**src/rtl/reg_alu_seq.sv**
```systemverilog
// reg_alu_seq: sequential ALU with a valid/ready handshake on both sides.
// A request is captured when in_valid and in_ready are both high. Single-cycle
// opcodes produce a registered result one edge later. Optional shift-add
// multiply (opcode 1001) is built only when REG_ALU_MUL_EN is defined.
//
// Ports:
//   clk, rst_n        clock, asynchronous active-low reset
//   instruction[3:0]  opcode
//   A, B [WIDTH-1:0]  operands
//   in_valid/in_ready request handshake
//   X [WIDTH-1:0]     registered result
//   flags[3:0]        {carry, overflow, negative, zero}
//   err               unsupported opcode
//   out_valid/out_ready result handshake
//
// Macro: REG_ALU_MUL_EN enables the multi-cycle multiply and the BUSY state.
module reg_alu_seq #(
   parameter int WIDTH = 6
) (
   input  logic             clk,
   input  logic             rst_n,
   input  logic [3:0]       instruction,
   input  logic [WIDTH-1:0] A,
   input  logic [WIDTH-1:0] B,
   input  logic             in_valid,
   output logic             in_ready,
   output logic [WIDTH-1:0] X,
   output logic [3:0]       flags,
   output logic             err,
   output logic             out_valid,
   input  logic             out_ready
);

`ifdef REG_ALU_MUL_EN
   typedef enum logic [1:0] {IDLE = 2'd0, BUSY = 2'd1, DONE = 2'd2} state_t;
   localparam int CW = $clog2(WIDTH) + 1;
`else
   typedef enum logic [1:0] {IDLE = 2'd0, DONE = 2'd2} state_t;
`endif

   state_t           state_q, state_d;
   logic [WIDTH-1:0] x_q, x_d;
   logic [3:0]       flags_q, flags_d;
   logic             err_q, err_d;

   logic             accept;
   logic [WIDTH:0]   sum, diff;
   logic [WIDTH-1:0] res_x;
   logic             res_c, res_v, res_err;

`ifdef REG_ALU_MUL_EN
   logic [2*WIDTH-1:0] prod_q, prod_d, mcand_q, mcand_d;
   logic [WIDTH-1:0]   mplier_q, mplier_d;
   logic [CW-1:0]      cnt_q, cnt_d;
   logic [2*WIDTH-1:0] prod_nxt;
`endif

   assign in_ready  = (state_q == IDLE) || ((state_q == DONE) && out_ready);
   assign accept    = in_valid && in_ready;
   assign out_valid = (state_q == DONE);
   assign X         = x_q;
   assign flags     = flags_q;
   assign err       = err_q;

   // Single-cycle datapath; the extra MSB of sum/diff is carry-out / borrow.
   assign sum  = {1'b0, A} + {1'b0, B};
   assign diff = {1'b0, A} - {1'b0, B};

   always_comb begin
      res_x   = '0;
      res_c   = 1'b0;
      res_v   = 1'b0;
      res_err = 1'b0;
      case (instruction)
         4'b0000: res_x = A;
         4'b0001: begin
            res_x = sum[WIDTH-1:0];
            res_c = sum[WIDTH];
            res_v = (A[WIDTH-1] == B[WIDTH-1]) && (res_x[WIDTH-1] != A[WIDTH-1]);
         end
         4'b0010: begin
            res_x = diff[WIDTH-1:0];
            res_c = diff[WIDTH];
            res_v = (A[WIDTH-1] != B[WIDTH-1]) && (res_x[WIDTH-1] != A[WIDTH-1]);
         end
         4'b0011: res_x = A & B;
         4'b0100: res_x = A | B;
         4'b0101: res_x = A ^ B;
         4'b0110: res_x = ~A;
         4'b0111: begin
            res_x = {A[WIDTH-2:0], 1'b0};
            res_c = A[WIDTH-1];
         end
         4'b1000: begin
            res_x = {1'b0, A[WIDTH-1:1]};
            res_c = A[0];
         end
         default: res_err = 1'b1;
      endcase
   end

`ifdef REG_ALU_MUL_EN
   // One multiplier bit per BUSY cycle; the last step's sum is the product.
   assign prod_nxt = prod_q + (mplier_q[0] ? mcand_q : '0);
`endif

   always_comb begin
      state_d = state_q;
      x_d     = x_q;
      flags_d = flags_q;
      err_d   = err_q;
`ifdef REG_ALU_MUL_EN
      prod_d   = prod_q;
      mcand_d  = mcand_q;
      mplier_d = mplier_q;
      cnt_d    = cnt_q;
`endif
      case (state_q)
         IDLE, DONE: begin
            if (accept) begin
`ifdef REG_ALU_MUL_EN
               if (instruction == 4'b1001) begin
                  state_d  = BUSY;
                  prod_d   = '0;
                  mcand_d  = {{WIDTH{1'b0}}, A};
                  mplier_d = B;
                  cnt_d    = '0;
               end else
`endif
               begin
                  state_d = DONE;
                  x_d     = res_x;
                  err_d   = res_err;
                  // An unsupported opcode reports all-zero flags, including zero.
                  flags_d = res_err ? 4'b0000 :
                            {res_c, res_v, res_x[WIDTH-1], (res_x == '0)};
               end
            end else if (state_q == DONE && out_ready) begin
               state_d = IDLE;
            end
         end
`ifdef REG_ALU_MUL_EN
         BUSY: begin
            prod_d   = prod_nxt;
            mcand_d  = mcand_q << 1;
            mplier_d = mplier_q >> 1;
            cnt_d    = cnt_q + 1'b1;
            if (cnt_q == CW'(WIDTH - 1)) begin
               state_d = DONE;
               x_d     = prod_nxt[WIDTH-1:0];
               err_d   = 1'b0;
               flags_d = {(prod_nxt[2*WIDTH-1:WIDTH] != '0), 1'b0,
                          prod_nxt[WIDTH-1], (prod_nxt[WIDTH-1:0] == '0)};
            end
         end
`endif
         default: state_d = IDLE;
      endcase
   end

   always_ff @(posedge clk or negedge rst_n) begin
      if (!rst_n) begin
         state_q <= IDLE;
         x_q     <= '0;
         flags_q <= '0;
         err_q   <= 1'b0;
`ifdef REG_ALU_MUL_EN
         prod_q   <= '0;
         mcand_q  <= '0;
         mplier_q <= '0;
         cnt_q    <= '0;
`endif
      end else begin
         state_q <= state_d;
         x_q     <= x_d;
         flags_q <= flags_d;
         err_q   <= err_d;
`ifdef REG_ALU_MUL_EN
         prod_q   <= prod_d;
         mcand_q  <= mcand_d;
         mplier_q <= mplier_d;
         cnt_q    <= cnt_d;
`endif
      end
   end

endmodule
```
**config.mk**
```make
export PLATFORM = sky130hd
export DESIGN_NAME = reg_alu_seq
export DESIGN_NICKNAME = d
export VERILOG_FILES = /design/src/rtl/reg_alu_seq.sv
export SDC_FILE = /design/constraint.sdc
export NUM_CORES = 1
export LEC_CHECK = 0
export CAP_MARGIN = 20
export CORE_AREA = 8 8 69 83
export CTS_CLUSTER_DIAMETER = 50
export DETAILED_ROUTE_END_ITERATION = 10
export DIE_AREA = 0 0 77 91
export PLACE_DENSITY = 0.7
export REMOVE_ABC_BUFFERS = 1
export SETUP_SLACK_MARGIN = 0.02
export SLEW_MARGIN = 20
export SYNTH_ARGS = -nofsm -noshare
export SYNTH_HDL_FRONTEND = slang
export SYNTH_SLANG_ARGS = --single-unit
```
**constraint.sdc**
```tcl
create_clock -name clk -period 2.8 [get_ports clk]
set_input_delay 0.42 -clock clk [delete_from_list [all_inputs] [get_ports clk]]
set_output_delay 0.42 -clock clk [all_outputs]
set_load 0.01 [all_outputs]
```
==> results.toml <==
[logic_synthesis]
synthCells = 209
yosysUniqueCellTypes = 52
synth_edf_count = 0
yosysTopAreaCell = "dfrtp_1"
netlist_top_cells_area = "dfrtp_1, ha_1, a21oi_1"
synth.most_common_cell = "ha_1"
seq_area_frac_synth_pct = 18.00
synth_top_area_share_pct = 18.00
synth_warnings = 0
ys_ff_latch = 12
asyncSetResetFlopFracSynth_pct = 100.0
synthTopCellsByCount = "ha_1, inv_1, nand2_1"
synth_area_sq_um = 1668
ys.flop_type = "dfrtp_1"
syn_avg_cell_area_sq_um = 7.980

[clock_network]
cts_buffers = 3
postCtsSetupBuffers = 0
cts_resized = 0
clk_path_buf_depth = 2
clk_pin_slew_ns = 0.05
hold_buffers = 0
root_buffer = "clkbuf_8"
cts_max_level = 1
clk_latency_ns = 0.24
cts_sinks = 12
cts_tree = "built"

[detailed_routing]
routed-via-count = 1705
drcViolationCount = 0
viasPerCell = 5.430
wirelength_um = 4479
drt-pass1-iter-count = 4
wl_per_cell_um = 14.26
final_antenna_net_count = 0
drt_iter0_drc = 87

[worst_setup_path]
r2r_end = "flags[0]"
startpoint_type = "primary input"
regToRegSetupSlack_ns = 1.22
rr_worst_depth = 6
critical_path_class = "primary input to register"
cp_data_arrival_time_ns = 2.77
crit_path_end_kind = "register"
cp_cell_sequence = "clkdlybuf4s50_1 > inv_1 > ha_1 > inv_1 > fa_1 > nand3b_1 > a21boi_0 > a2111oi_0 > buf_4 > nand4_1 > nor3_1 > a32o_1"
max_stage_delay_ns = 0.50
path_delay_family = "buffers and inverters"
critPathBufInv = 4
crit_slowest_cell = "clkdlybuf4s50_1"
cp.required_ns = 2.98
rr_startpoint = "state_q[1]"
worstPathMaxFanout = 3
crit_top_cell = "inv_1"

[sta]
skew_ns = 0.0003888
drv_slew = 0
rsz0062_at_grt = "no"
worst_slack_ns = 0.2049
finalHoldViolations = 0
finalCriticalPeriod_ns = 2.595
worst_pin_slew_ns = 0.5971
setup_tns_ns = 0
holdWs_ns = 0.4728
fmax_mhz = 385.3
relSlewSlack_pct = 59.69
setup_viol = 0
finalCritPeriodShare_pct = 92.68

[placed_design]
io_buffers = 32
dp_hpwl_um = 3739
place_congestion = 0.8848
preCtsSetupSlack_ns = -0.05248

[power]
power.density_nw_per_um2 = 318.6
p_seq_share_pct = 28.5
power_frac_comb_pct = 45.7
p_int_uw = 486.7
clkPwrFrac_pct = 25.8
switchingPower_uw = 230.6
switching_share_pct = 32.15
vdd_drop_max_mv = 0.1269
leakagePower_uw = 0.001019

[floorplanning]
die_h_um = 91
rows = 27
start_util_pct = 37.40
ios = 33
die_area_sq_um = 7007
core_sq_um = 4459
die_w_um = 77

[min_path]
min_delay_worst_endpoint = "flags[1]"
hp-start = "flags[1]"
whs_path_depth = 1
hold_path.class = "register to register"

[cells_and_area]
drive_above_1_share_pct = 14.45
fin_util_pct = 50.48
n_antenna_cell = 0
nFillCells = 464
layout.nets = 298
area_growth_pct = 34.96

[global_route]
grt_use_total_pct = 12.89
antenna_found_initial = 0
overflow = 0
grt_pass1_wl_um = 7734
first_global_vias = 1727
grt_max_degree = 20

[status]
outcome = "finished clean"

[flow_run]
drv_cap = 0
[power groups by stage]
| stage | clock (uW) | combinational (uW) | sequential [uW] |
|---|---|---|---|
| 5_1_grt | 197 | 363 | 207 |
| 6_report | 185 | 328 | 204 |
| 3_3_place_gp | 0 | 325 | 206 |
| 4_1_cts | 189 | 330 | 205 |
| 2_1_floorplan | 0 | 149 | 217 |
| 3_5_place_dp | 0 | 329 | 208 |
[cell type report]
cell class	instances	area, sq um	share of cell area (%)
clock buffers	4	55.05	2.446
inverters	16	60.06	2.668
multi-input cells	166	1235	54.86
flip-flops and latches	12	300.3	13.34
well taps	58	72.57	3.224
repair buffers	58	528.0	23.46
[sequential cells by signal, summed over array words and instances (netlist names)]
name / count
X: 6
flags: 4
err: 1
state_q: 1
[metal layers]
layer  global-route usage [%]  part of all wire (%)  up-vias
met2                    24.34                    51       59
met1                    13.81                    41      792
met3                    3.057                   6.3        8
met5                        0                     0        -
met4                    3.470                   1.4        0
li1                         -                     -      846
[cell usage in the layout (no fill, tap or decap), types with 3 or more instances in the layout]
| master | count |
|---|---|
| nand3_1 | 4 |
| nand3b_1 | 8 |
| o21ai_0 | 12 |
| o22ai_1 | 3 |
| nor2b_1 | 9 |
| a21oi_1 | 13 |
| inv_1 | 16 |
| nand2_1 | 16 |
| xnor2_1 | 4 |
| o32ai_1 | 3 |
| mux2i_1 | 5 |
| clkbuf_8 | 4 |
| buf_4 | 25 |
| nor2_1 | 13 |
| nand2b_1 | 5 |
| ha_1 | 19 |
| a211oi_1 | 3 |
| a21o_1 | 4 |
| nor4b_1 | 3 |
| nor3_1 | 4 |
| clkdlybuf4s50_1 | 32 |
| dfrtp_1 | 12 |
[worst register-to-register path, cell delays in order (launching register included)]
cell	delay (ns)
dfrtp_1	0.38
nand2b_1	0.14
nand2_1	0.26
a21oi_1	0.28
nand4_1	0.12
nor3_1	0.15
a32o_1	0.18
[how the worst max path moves through the flow]
stage | startpoint | to | slack [ns] | depth (start not counted)
floorplan | B[3] | flags[0] | 0.64 | 8
global placement | A[0] | flags[0] | -0.03 | 12
detailed placement | A[0] | flags[0] | -0.05 | 12
CTS | A[0] | flags[0] | 0.19 | 12
global route | A[0] | flags[0] | 0.02 | 12
finish | A[0] | flags[0] | 0.20 | 12
[metrics by stage]
stage	instances	area, sq um	total power (uW)
2_1_floorplan	194	1595	365.9
3_3_place_gp	310	2196	531.0
3_5_place_dp	310	2196	536.9
4_1_cts	314	2251	724.6
5_1_grt	314	2251	766.3
6_report	314	2251	717.2
[cells by family (layout without fill, tap and decap cells)]
logic type,after synthesis,count (layout),synth area share [%]
AOI/OAI and AO/OA,60,60,25.58
xor gates and xnor gates,6,6,3.151
adders and majority gates,21,21,16.65
buffers and inverters,31,78,7.952
DFF,12,12,18.00
muxes,7,7,4.351
and+or+nand+nor,72,72,24.31
(Power assumes the default switching activity.)
